<file path="src/rtl/dmem_arbiter_pkg.sv">
// dmem_arbiter_pkg: shared ownership states, port ids and default sizes for the data-memory arbiter.
package dmem_arbiter_pkg;

    localparam int DBITS_DEF      = 32;
    localparam int INDEX_BITS_DEF = 11;
    localparam int LOCK_MAX_DEF   = 8;

    localparam logic PORT0 = 1'b0;
    localparam logic PORT1 = 1'b1;

    typedef enum logic [1:0] {
        OWN_NONE = 2'd0,
        OWN_P0   = 2'd1,
        OWN_P1   = 2'd2
    } own_t;

    function automatic own_t port_state(input logic port);
        return port ? OWN_P1 : OWN_P0;
    endfunction

endpackage

</file>
<file path="src/rtl/rr_pick.sv">
// rr_pick: two-way winner selection; an owner wins outright, otherwise the port not served last.
module rr_pick
    import dmem_arbiter_pkg::*;
(
    input  logic [1:0] reqs,
    input  logic       last_served,
    input  own_t       owner,
    output logic [1:0] gnt
);

    logic pick1;

    always_comb begin
        pick1 = reqs[1] & (~reqs[0] | (owner == OWN_P1) |
                           ((owner == OWN_NONE) & (last_served == PORT0)));
        gnt   = {pick1, reqs[0] & ~pick1};
    end

endmodule

</file>
<file path="src/rtl/dmem_arbiter.sv">
// dmem_arbiter: two-port arbiter with lockable ownership in front of a single-ported data memory.
module dmem_arbiter
    import dmem_arbiter_pkg::*;
#(
    parameter int DBITS      = DBITS_DEF,
    parameter int INDEX_BITS = INDEX_BITS_DEF,
    parameter int LOCK_MAX   = LOCK_MAX_DEF
) (
    input  logic                  clk,
    input  logic                  reset,
    input  logic                  req0,
    input  logic                  req1,
    input  logic                  wrtEn0,
    input  logic                  wrtEn1,
    input  logic [INDEX_BITS-1:0] index0,
    input  logic [INDEX_BITS-1:0] index1,
    input  logic [DBITS-1:0]      wdata0,
    input  logic [DBITS-1:0]      wdata1,
    input  logic                  lock0,
    input  logic                  lock1,
    output logic                  gnt0,
    output logic                  gnt1,
    output logic                  rvalid0,
    output logic                  rvalid1,
    output logic [DBITS-1:0]      rdata0,
    output logic [DBITS-1:0]      rdata1,
    output logic                  mem_wrtEn,
    output logic [INDEX_BITS-1:0] mem_index,
    output logic [DBITS-1:0]      mem_din,
    input  logic [DBITS-1:0]      mem_dout
);

    localparam int CW = $clog2(LOCK_MAX + 1);

    own_t                  state;
    own_t                  owner;
    logic [CW-1:0]         lock_cnt;
    logic                  last_served;
    logic [1:0]            pick;
    logic [1:0]            gnt;
    logic [1:0]            ld_v;
    logic [1:0]            ld_tag;
    logic                  cap;
    logic                  acc;
    logic                  sel;
    logic                  sel_wrt;
    logic                  sel_lock;
    logic [INDEX_BITS-1:0] sel_index;
    logic [DBITS-1:0]      sel_wdata;
    logic                  own_port;
    logic                  own_req;
    logic                  own_lock;
    logic                  own_gnt;
    logic                  other_req;

    // An owner that has used up its lock budget while the other port waits loses its priority.
    always_comb begin
        cap       = (lock_cnt == CW'(LOCK_MAX));
        own_port  = (state == OWN_P1);
        own_req   = own_port ? req1 : req0;
        own_lock  = own_port ? lock1 : lock0;
        other_req = own_port ? req0 : req1;
        owner     = (state != OWN_NONE && cap && other_req) ? OWN_NONE : state;
    end

    rr_pick u_rr_pick (
        .reqs        ({req1, req0}),
        .last_served (last_served),
        .owner       (owner),
        .gnt         (pick)
    );

    always_comb begin
        gnt       = reset ? 2'b00 : pick;
        acc       = |gnt;
        sel       = gnt[1];
        own_gnt   = own_port ? gnt[1] : gnt[0];
        sel_wrt   = sel ? wrtEn1 : wrtEn0;
        sel_lock  = sel ? lock1 : lock0;
        sel_index = sel ? index1 : index0;
        sel_wdata = sel ? wdata1 : wdata0;
    end

    assign gnt0 = gnt[0];
    assign gnt1 = gnt[1];

    always_ff @(posedge clk or posedge reset) begin
        if (reset) begin
            state       <= OWN_NONE;
            lock_cnt    <= '0;
            last_served <= PORT1;
        end else begin
            if (acc)
                last_served <= sel;
            if (state == OWN_NONE) begin
                if (acc && sel_lock) begin
                    state    <= port_state(sel);
                    lock_cnt <= CW'(1);
                end
            end else if (!own_req || !own_lock || !own_gnt) begin
                state    <= OWN_NONE;
                lock_cnt <= '0;
            end else if (!cap) begin
                lock_cnt <= lock_cnt + CW'(1);
            end
        end
    end

    // Two-deep tag pipeline lines load returns up with the memory's one-cycle read latency.
    always_ff @(posedge clk or posedge reset) begin
        if (reset) begin
            mem_wrtEn <= 1'b0;
            mem_index <= '0;
            mem_din   <= '0;
            ld_v      <= '0;
            ld_tag    <= '0;
        end else begin
            mem_wrtEn <= acc & sel_wrt;
            if (acc) begin
                mem_index <= sel_index;
                mem_din   <= sel_wdata;
            end
            ld_v   <= {ld_v[0], acc & ~sel_wrt};
            ld_tag <= {ld_tag[0], sel};
        end
    end

    assign rvalid0 = ld_v[1] & ~ld_tag[1];
    assign rvalid1 = ld_v[1] & ld_tag[1];
    assign rdata0  = rvalid0 ? mem_dout : '0;
    assign rdata1  = rvalid1 ? mem_dout : '0;

endmodule
</file>
<file path="config.mk">
export PLATFORM = sky130hd
export DESIGN_NAME = dmem_arbiter
export DESIGN_NICKNAME = d
export VERILOG_FILES = /design/src/rtl/dmem_arbiter_pkg.sv /design/src/rtl/rr_pick.sv /design/src/rtl/dmem_arbiter.sv
export SDC_FILE = /design/constraint.sdc
export NUM_CORES = 1
export LEC_CHECK = 0
export BUFFER_PORTS_ARGS = -buffer_cell sky130_fd_sc_hd__clkbuf_2
export CAP_MARGIN = 20
export CORE_MARGIN = 2
export CORE_UTILIZATION = 24
export DETAILED_ROUTE_END_ITERATION = 10
export PLACE_DENSITY = 0.56
export RECOVER_POWER = 25
export SLEW_MARGIN = 10
export SYNTH_ARGS = -nofsm -noshare
export SYNTH_HDL_FRONTEND = slang
export SYNTH_HIERARCHICAL = 1
export SYNTH_SLANG_ARGS = --single-unit
</file>
<file path="constraint.sdc">
create_clock -name clk -period 2.58 [get_ports clk]
set_input_delay 0.516 -clock clk [delete_from_list [all_inputs] [get_ports clk]]
set_output_delay 0.516 -clock clk [all_outputs]
set_load 0.03 [all_outputs]
</file>
==> Word level (Yosys, flattened, before mapping) <==
Cells that the tools add are included.
{ "op_classes": {"muxes": 20, "bitwise": 14, "order_cmp": 0, "reduce_logical": 15, "n_eq_ne": 5, "n_div": 0, "n_mul": 0, "add_sub_neg": 1, "shifts": 0} }
{ "ops": {"columns": ["operator", "count"], "rows": [
  ["$mux W32", 3],
  ["$mux W4", 4],
  ["$mux W2", 6],
  ["$mux W11", 1],
  ["$and A1 B1 Y1", 7],
  ["$mux W1", 6],
  ["$not A1 Y1", 5],
  ["$add A4 B1 Y4 const B", 1],
  ["$eq A2 B2 Y1 const B", 2],
  ["$eq A4 B4 Y1 const B", 1],
  ["$logic_not A2 Y1", 2],
  ["$reduce_and A2 Y1", 2],
  ["$reduce_bool A2 Y1", 2],
  ["$logic_and A1 B1 Y1", 3],
  ["$logic_not A1 Y1", 3],
  ["$ne A3 B1 Y1 const B", 1],
  ["$logic_or A1 B1 Y1", 2],
  ["$ne A2 B1 Y1 const B", 1],
  ["$or A1 B1 Y1", 2],
  ["$reduce_or A2 Y1", 1]
]} }
{ "word_totals": {"mem_count": 0, "regBits": 55, "inputBits": 126, "out_inout_bits": 112, "latchBits": 0, "ramBits": 0, "romBits": 0} }

==> Longest topological paths before layout <==
{ "depth": {"depth_word": 16, "ltp_mapped": 12} }

==> Modules after synthesis <==
The synthesis kept the hierarchy.
{ "by_module_without_submodules": {"columns": ["mod", "instances", "cells_per_inst", "area_per_inst_um2"], "rows": [
  ["dmem_arbiter", 1, 374, 3026.7],
  ["rr_pick", 1, 6, 45.0]
]} }

==> Worst setup path after synthesis <==
No wires, ideal clock.
{ "synth_timing": {"path_type": "register to output", "from": "register lock_cnt[0]", "to": "output gnt0", "required_ps": 2064, "arrival_ps": 1764, "slack_ps": 300, "path_buffers": 1, "path_stages_with_launch": 10, "cell_sequence": "dfrtp_1 inv_1 ha_1 and3b_1 a21boi_0 nand2b_1 o21a_1 nand2_4 inv_2 buf_2"} }
{ "synth_between": {"elab_chain_len": 11, "word_cells_on_any_way": 13} }
{ "synth_lines": {"columns": ["element", "line", "text"], "rows": [
  ["from (decl)", "dmem_arbiter.sv:37", "logic [CW-1:0] lock_cnt;"],
  ["from (signal assigned)", "dmem_arbiter.sv:104", "lock_cnt <= lock_cnt + CW'(1);"],
  ["$eq A4 B4 Y1 (*)", "dmem_arbiter.sv:58", "cap = (lock_cnt == CW'(LOCK_MAX));"],
  ["$logic_and A1 B1 Y1 (*) (2 in series)", "dmem_arbiter.sv:63", "owner = (state != OWN_NONE && cap && other_req) ? OWN_NONE : state;"],
  ["$mux W2 (*)", "dmem_arbiter.sv:63", null],
  ["via owner[0]", "dmem_arbiter.sv:36", "own_t owner;"],
  ["$eq A2 B2 Y1 / $logic_not A2 Y1 (equally long branches)", "rr_pick.sv:14, rr_pick.sv:15", null],
  ["$or A1 B1 Y1 / $and A1 B1 Y1 (equally long branches)", "rr_pick.sv:14, rr_pick.sv:15", null],
  ["$or A1 B1 Y1 (*)", "rr_pick.sv:14", "pick1 = reqs[1] & (~reqs[0] | (owner == OWN_P1) |"],
  ["$and A1 B1 Y1 (*)", "rr_pick.sv:14", null],
  ["$not A1 Y1 (*)", "rr_pick.sv:16", "gnt = {pick1, reqs[0] & ~pick1};"],
  ["$and A1 B1 Y1 (*)", "rr_pick.sv:16", null],
  ["via pick[0]", "dmem_arbiter.sv:39", "logic [1:0] pick;"],
  ["$mux W2 (*)", "dmem_arbiter.sv:74", "gnt = reset ? 2'b00 : pick;"],
  ["to (decl)", "dmem_arbiter.sv:21", "output logic gnt0,"]
]} }
Mark *: on every way through the listed nets, which the timed path passes. The rest lies on a longest branch.

==> Final worst setup path <==
{ "layout_timing": {"from": "register lock_cnt[0]", "to": "output gnt1"} }
{ "layout_between": {"elab_chain_len": 9, "word_cells_on_any_way": 11} }
{ "layout_lines": {"columns": ["element", "line", "text"], "rows": [
  ["$eq A4 B4 Y1 (*)", "dmem_arbiter.sv:58", null],
  ["$logic_and A1 B1 Y1 (*) (2 in series)", "dmem_arbiter.sv:63", null],
  ["$mux W2 (*)", "dmem_arbiter.sv:63", null],
  ["via owner[0]", "dmem_arbiter.sv:36", null],
  ["$eq A2 B2 Y1 / $logic_not A2 Y1 (equally long branches)", "rr_pick.sv:14, rr_pick.sv:15", null],
  ["$or A1 B1 Y1 / $and A1 B1 Y1 (equally long branches)", "rr_pick.sv:14, rr_pick.sv:15", null],
  ["$or A1 B1 Y1 (*)", "rr_pick.sv:14", null],
  ["$and A1 B1 Y1 (*)", "rr_pick.sv:14", null],
  ["via pick[1]", "dmem_arbiter.sv:39", null],
  ["$mux W2 (*)", "dmem_arbiter.sv:74", null],
  ["to (decl)", "dmem_arbiter.sv:22", "output logic gnt1,"]
]} }
Marked as above.

==> metrics <==
outcome finished, final reports clean; Post-synth EDFFs 0; post-route worst hold slack 350.3 ps; die area 13720 µm²; slowest stage cell on the critical path dfrtp_1; Clock Skew 5.660 ps; total nets after synthesis 508; worst endpoint required time 2060 ps; Routed Wire Length 10.64 mm; sequential element share of the synthesized area 44.85%; total number of vias 3470; crit path cell chain inv_1, ha_1, and3b_2, a21boi_2, nand2b_4, o22ai_2, nand2_2, inv_1, buf_2; post-route minimum period 2486 ps; via count of the first global-routing pass 3082; worst-case vdd ir drop 0.3095 mV; clock-pin transition on the worst setup and hold timing paths 70 ps; average cell area after synthesis 8.083 µm²; Die Y 117.1 µm; Yosys reg bits 55; power density normalized to cell area 674.3 nW/µm²; Yosys cell types 39; # H-tree levels 2; Synth Instances 380; worst path arrival time 1970 ps; maximum cell stage delay along the critical path 380 ps; slew at the pin with the worst max-slew slack 1040 ps; count of non-filler cells in the finished layout 781; total power draw 3.105 mW; largest net degree at the start of global routing 91; type of the worst min-delay path register to register; instance count after placement with tap cells included 769; total track usage 14.32%; share of final-layout standard cells stronger than drive strength 1 44.01%; post-detailed-placement half-perimeter wirelength 8.010 mm; final routed wire length divided by cell count 13.62 µm; number of buffers between clock root and the deepest sink 2; root buffer cell clkbuf_16; gr ovfl total 0; FF-to-FF path depth 11; clock sink count 55; leakage power 2.609 nW; Final Hold Violating Endpoints 0; cts bufs inserted 5; share of synthesized flip-flops with an asynchronous set or reset 100.0%; Post-layout nets 736; num ports 238; number of slew-limit violations in the final report 0; initial antenna violation count 0; Worst slew margin 30.64%; violation count after the first detailed-routing iteration 190; die width 117.1 µm; endpoint of the most critical setup path gnt1; pre-CTS setup slack 56.71 ps; mapped cell area 3072 µm²; std cell rows 41; core footprint 12570 µm²; number of warnings printed during yosys synthesis 6; clock network latency to the later pin of the worst-skew pair 290 ps; Peak Freq 0.4023 GHz; RD Place Congestion 0.8110; final setup slack of the worst path 94.20 ps; synthesis-to-finish area growth 49.90%; critical path launch point lock_cnt[0]; start of the worst register-to-register path lock_cnt[0]; Crit Path Max Fanout 4; cell with the most instances on the worst path inv_1; portion of the clock cycle consumed by the worst path in the final layout 96.35%; total of endpoints with negative setup slack in the final report 0; cts-stage hold buffer count 0; endpoint of the lowest-slack register-to-register path mem_din[17]; antenna-violating nets left 0; remaining design rule violation count 0; CP endpoint kind primary output; setup repair after global routing missed its margin no; max cap viols 0; initial core utilization 24.44%; Total Neg Setup Slack 0 ps; via density per instance 4.443; DR pass1 iterations 6; Critical Path Source Type register; clock tree from TritonCTS done; register-to-register setup slack 230 ps; dominant synthesized flop cell dfrtp_1; class of the most critical setup path register to primary output; final antenna diode count 0; number of input and output port buffers inserted 237; wire length of the first global-routing pass 15.41 mm
[worst min path at each step]
stage	endpoint	from	cells after the start
floorplan	ld_tag[1]	ld_tag[0]	0
global placement	ld_tag[1]	ld_tag[0]	0
finish	ld_tag[1]	ld_tag[0]	0
CTS	state[1]	reset	3
global route	ld_v[1]	ld_v[0]	0
detailed placement	ld_tag[1]	ld_tag[0]	0
[layout make-up]
cell class / count / area [µm²]
fill: 1342 / 7964
multi-input combinational: 289 / 1541
sequential: 55 / 1378
timing repair buffer: 250 / 1297
tap: 172 / 215.2
clock buffer: 6 / 128.9
inverter: 7 / 31.28
clock inverter: 2 / 12.51
[flip-flops by register name (all words and copies together) (netlist names)]
register	count
mem_din	32
mem_index	11
lock_cnt	4
ld_tag	2
ld_v	2
state	2
last_served	1
mem_wrtEn	1
[placed cells by master (no fill, tap or decap), drive strengths merged]
| cell | netlist | final |
|---|---|---|
| clkbuf | 9 | 244 |
| nand2 | 101 | 101 |
| dfrtp | 54 | 54 |
| nor2 | 44 | 44 |
| a31oi | 43 | 43 |
| and2 | 34 | 34 |
| and3 | 32 | 32 |
| buf | 20 | 12 |
| inv | 7 | 7 |
| a21oi | 4 | 4 |
| nand3b | 3 | 3 |
| nand3 | 3 | 3 |
| o22ai | 3 | 3 |
| o2bb2ai | 2 | 2 |
| o21ai | 2 | 2 |
| ha | 2 | 2 |
| nor2b | 2 | 2 |
| and4b | 1 | 1 |
| a32oi | 1 | 1 |
| o32ai | 1 | 1 |
| and3b | 1 | 1 |
| xnor2 | 1 | 1 |
| a221oi | 1 | 1 |
| nor3 | 1 | 1 |
| a21o | 1 | 1 |
| and2b | 1 | 1 |
| a21boi | 1 | 1 |
| mux2 | 1 | 1 |
| xor2 | 1 | 1 |
| clkinv | 0 | 1 |
| clkinvlp | 0 | 1 |
| dfstp | 1 | 1 |
| nand2b | 1 | 1 |
| o21a | 1 | 1 |
[power breakdown]
part | internal (mW) | switching (mW) | total, mW
Sequential | 1.05 | 0.108 | 1.16
Combinational | 0.411 | 0.858 | 1.27
Clock | 0.360 | 0.314 | 0.674
[per-layer routing]
layer / vias to the layer above / part of all wire, % / global-route usage (%)
met2: 137 / 53 / 26.97
met3: 9 / 6.0 / 2.420
met5: - / 0 / 0
met4: 0 / 0.66 / 2.667
met1: 1598 / 41 / 17.19
li1: 1726 / - / -
[synthesized netlist by cell type, types with 2 or more instances]
cell type,instances,share of area (%)
a21oi_1,4,0.65
inv_1,5,0.61
ha_1,2,0.81
nand3b_1,3,0.73
and2_1,34,6.9
o22ai_1,3,0.61
o21ai_0,2,0.33
a31oi_1,43,8.8
clkbuf_1,9,1.1
o2bb2ai_1,2,0.57
and3_1,32,6.5
buf_6,3,1.1
buf_1,5,0.61
dfrtp_1,54,44
inv_2,2,0.24
nor2_1,44,5.4
nand2_1,99,12
buf_2,11,1.8
nand3_1,3,0.49
[through the flow]
stage,instance area (µm²),util (%)
after detailed placement,4404,35.04
after global placement,4404,35.04
after CTS,4583,36.47
after global routing,4604,36.64
after floorplan,3072,-
final,4604,36.64
[kinds of logic after synthesis]
group           count (synthesis)  share of synthesized area, %
compound gates                 60                         13.12
buf+inv                        36                         5.703
xor+xnor                        2                        0.5704
flops                          55                         44.85
simple gates                  224                         34.58
fa+ha+maj                       2                        0.8145
mux                             1                        0.3666
[worst max-delay path, delay by kind of cell, from the launching register on]
family	cells	cell delay (ps)
buf+inv	3	360
compound gates	2	250
simple gates	3	520
flops	1	380
fa+ha+maj	1	160
[timing repair]
action                     CTS  global route
pin swaps                    1             3
setup endpoints to repair    2            44
buffers inserted             2             2
gates resized for setup      6             5
No activity file was read; power rests on OpenSTA's default activity.
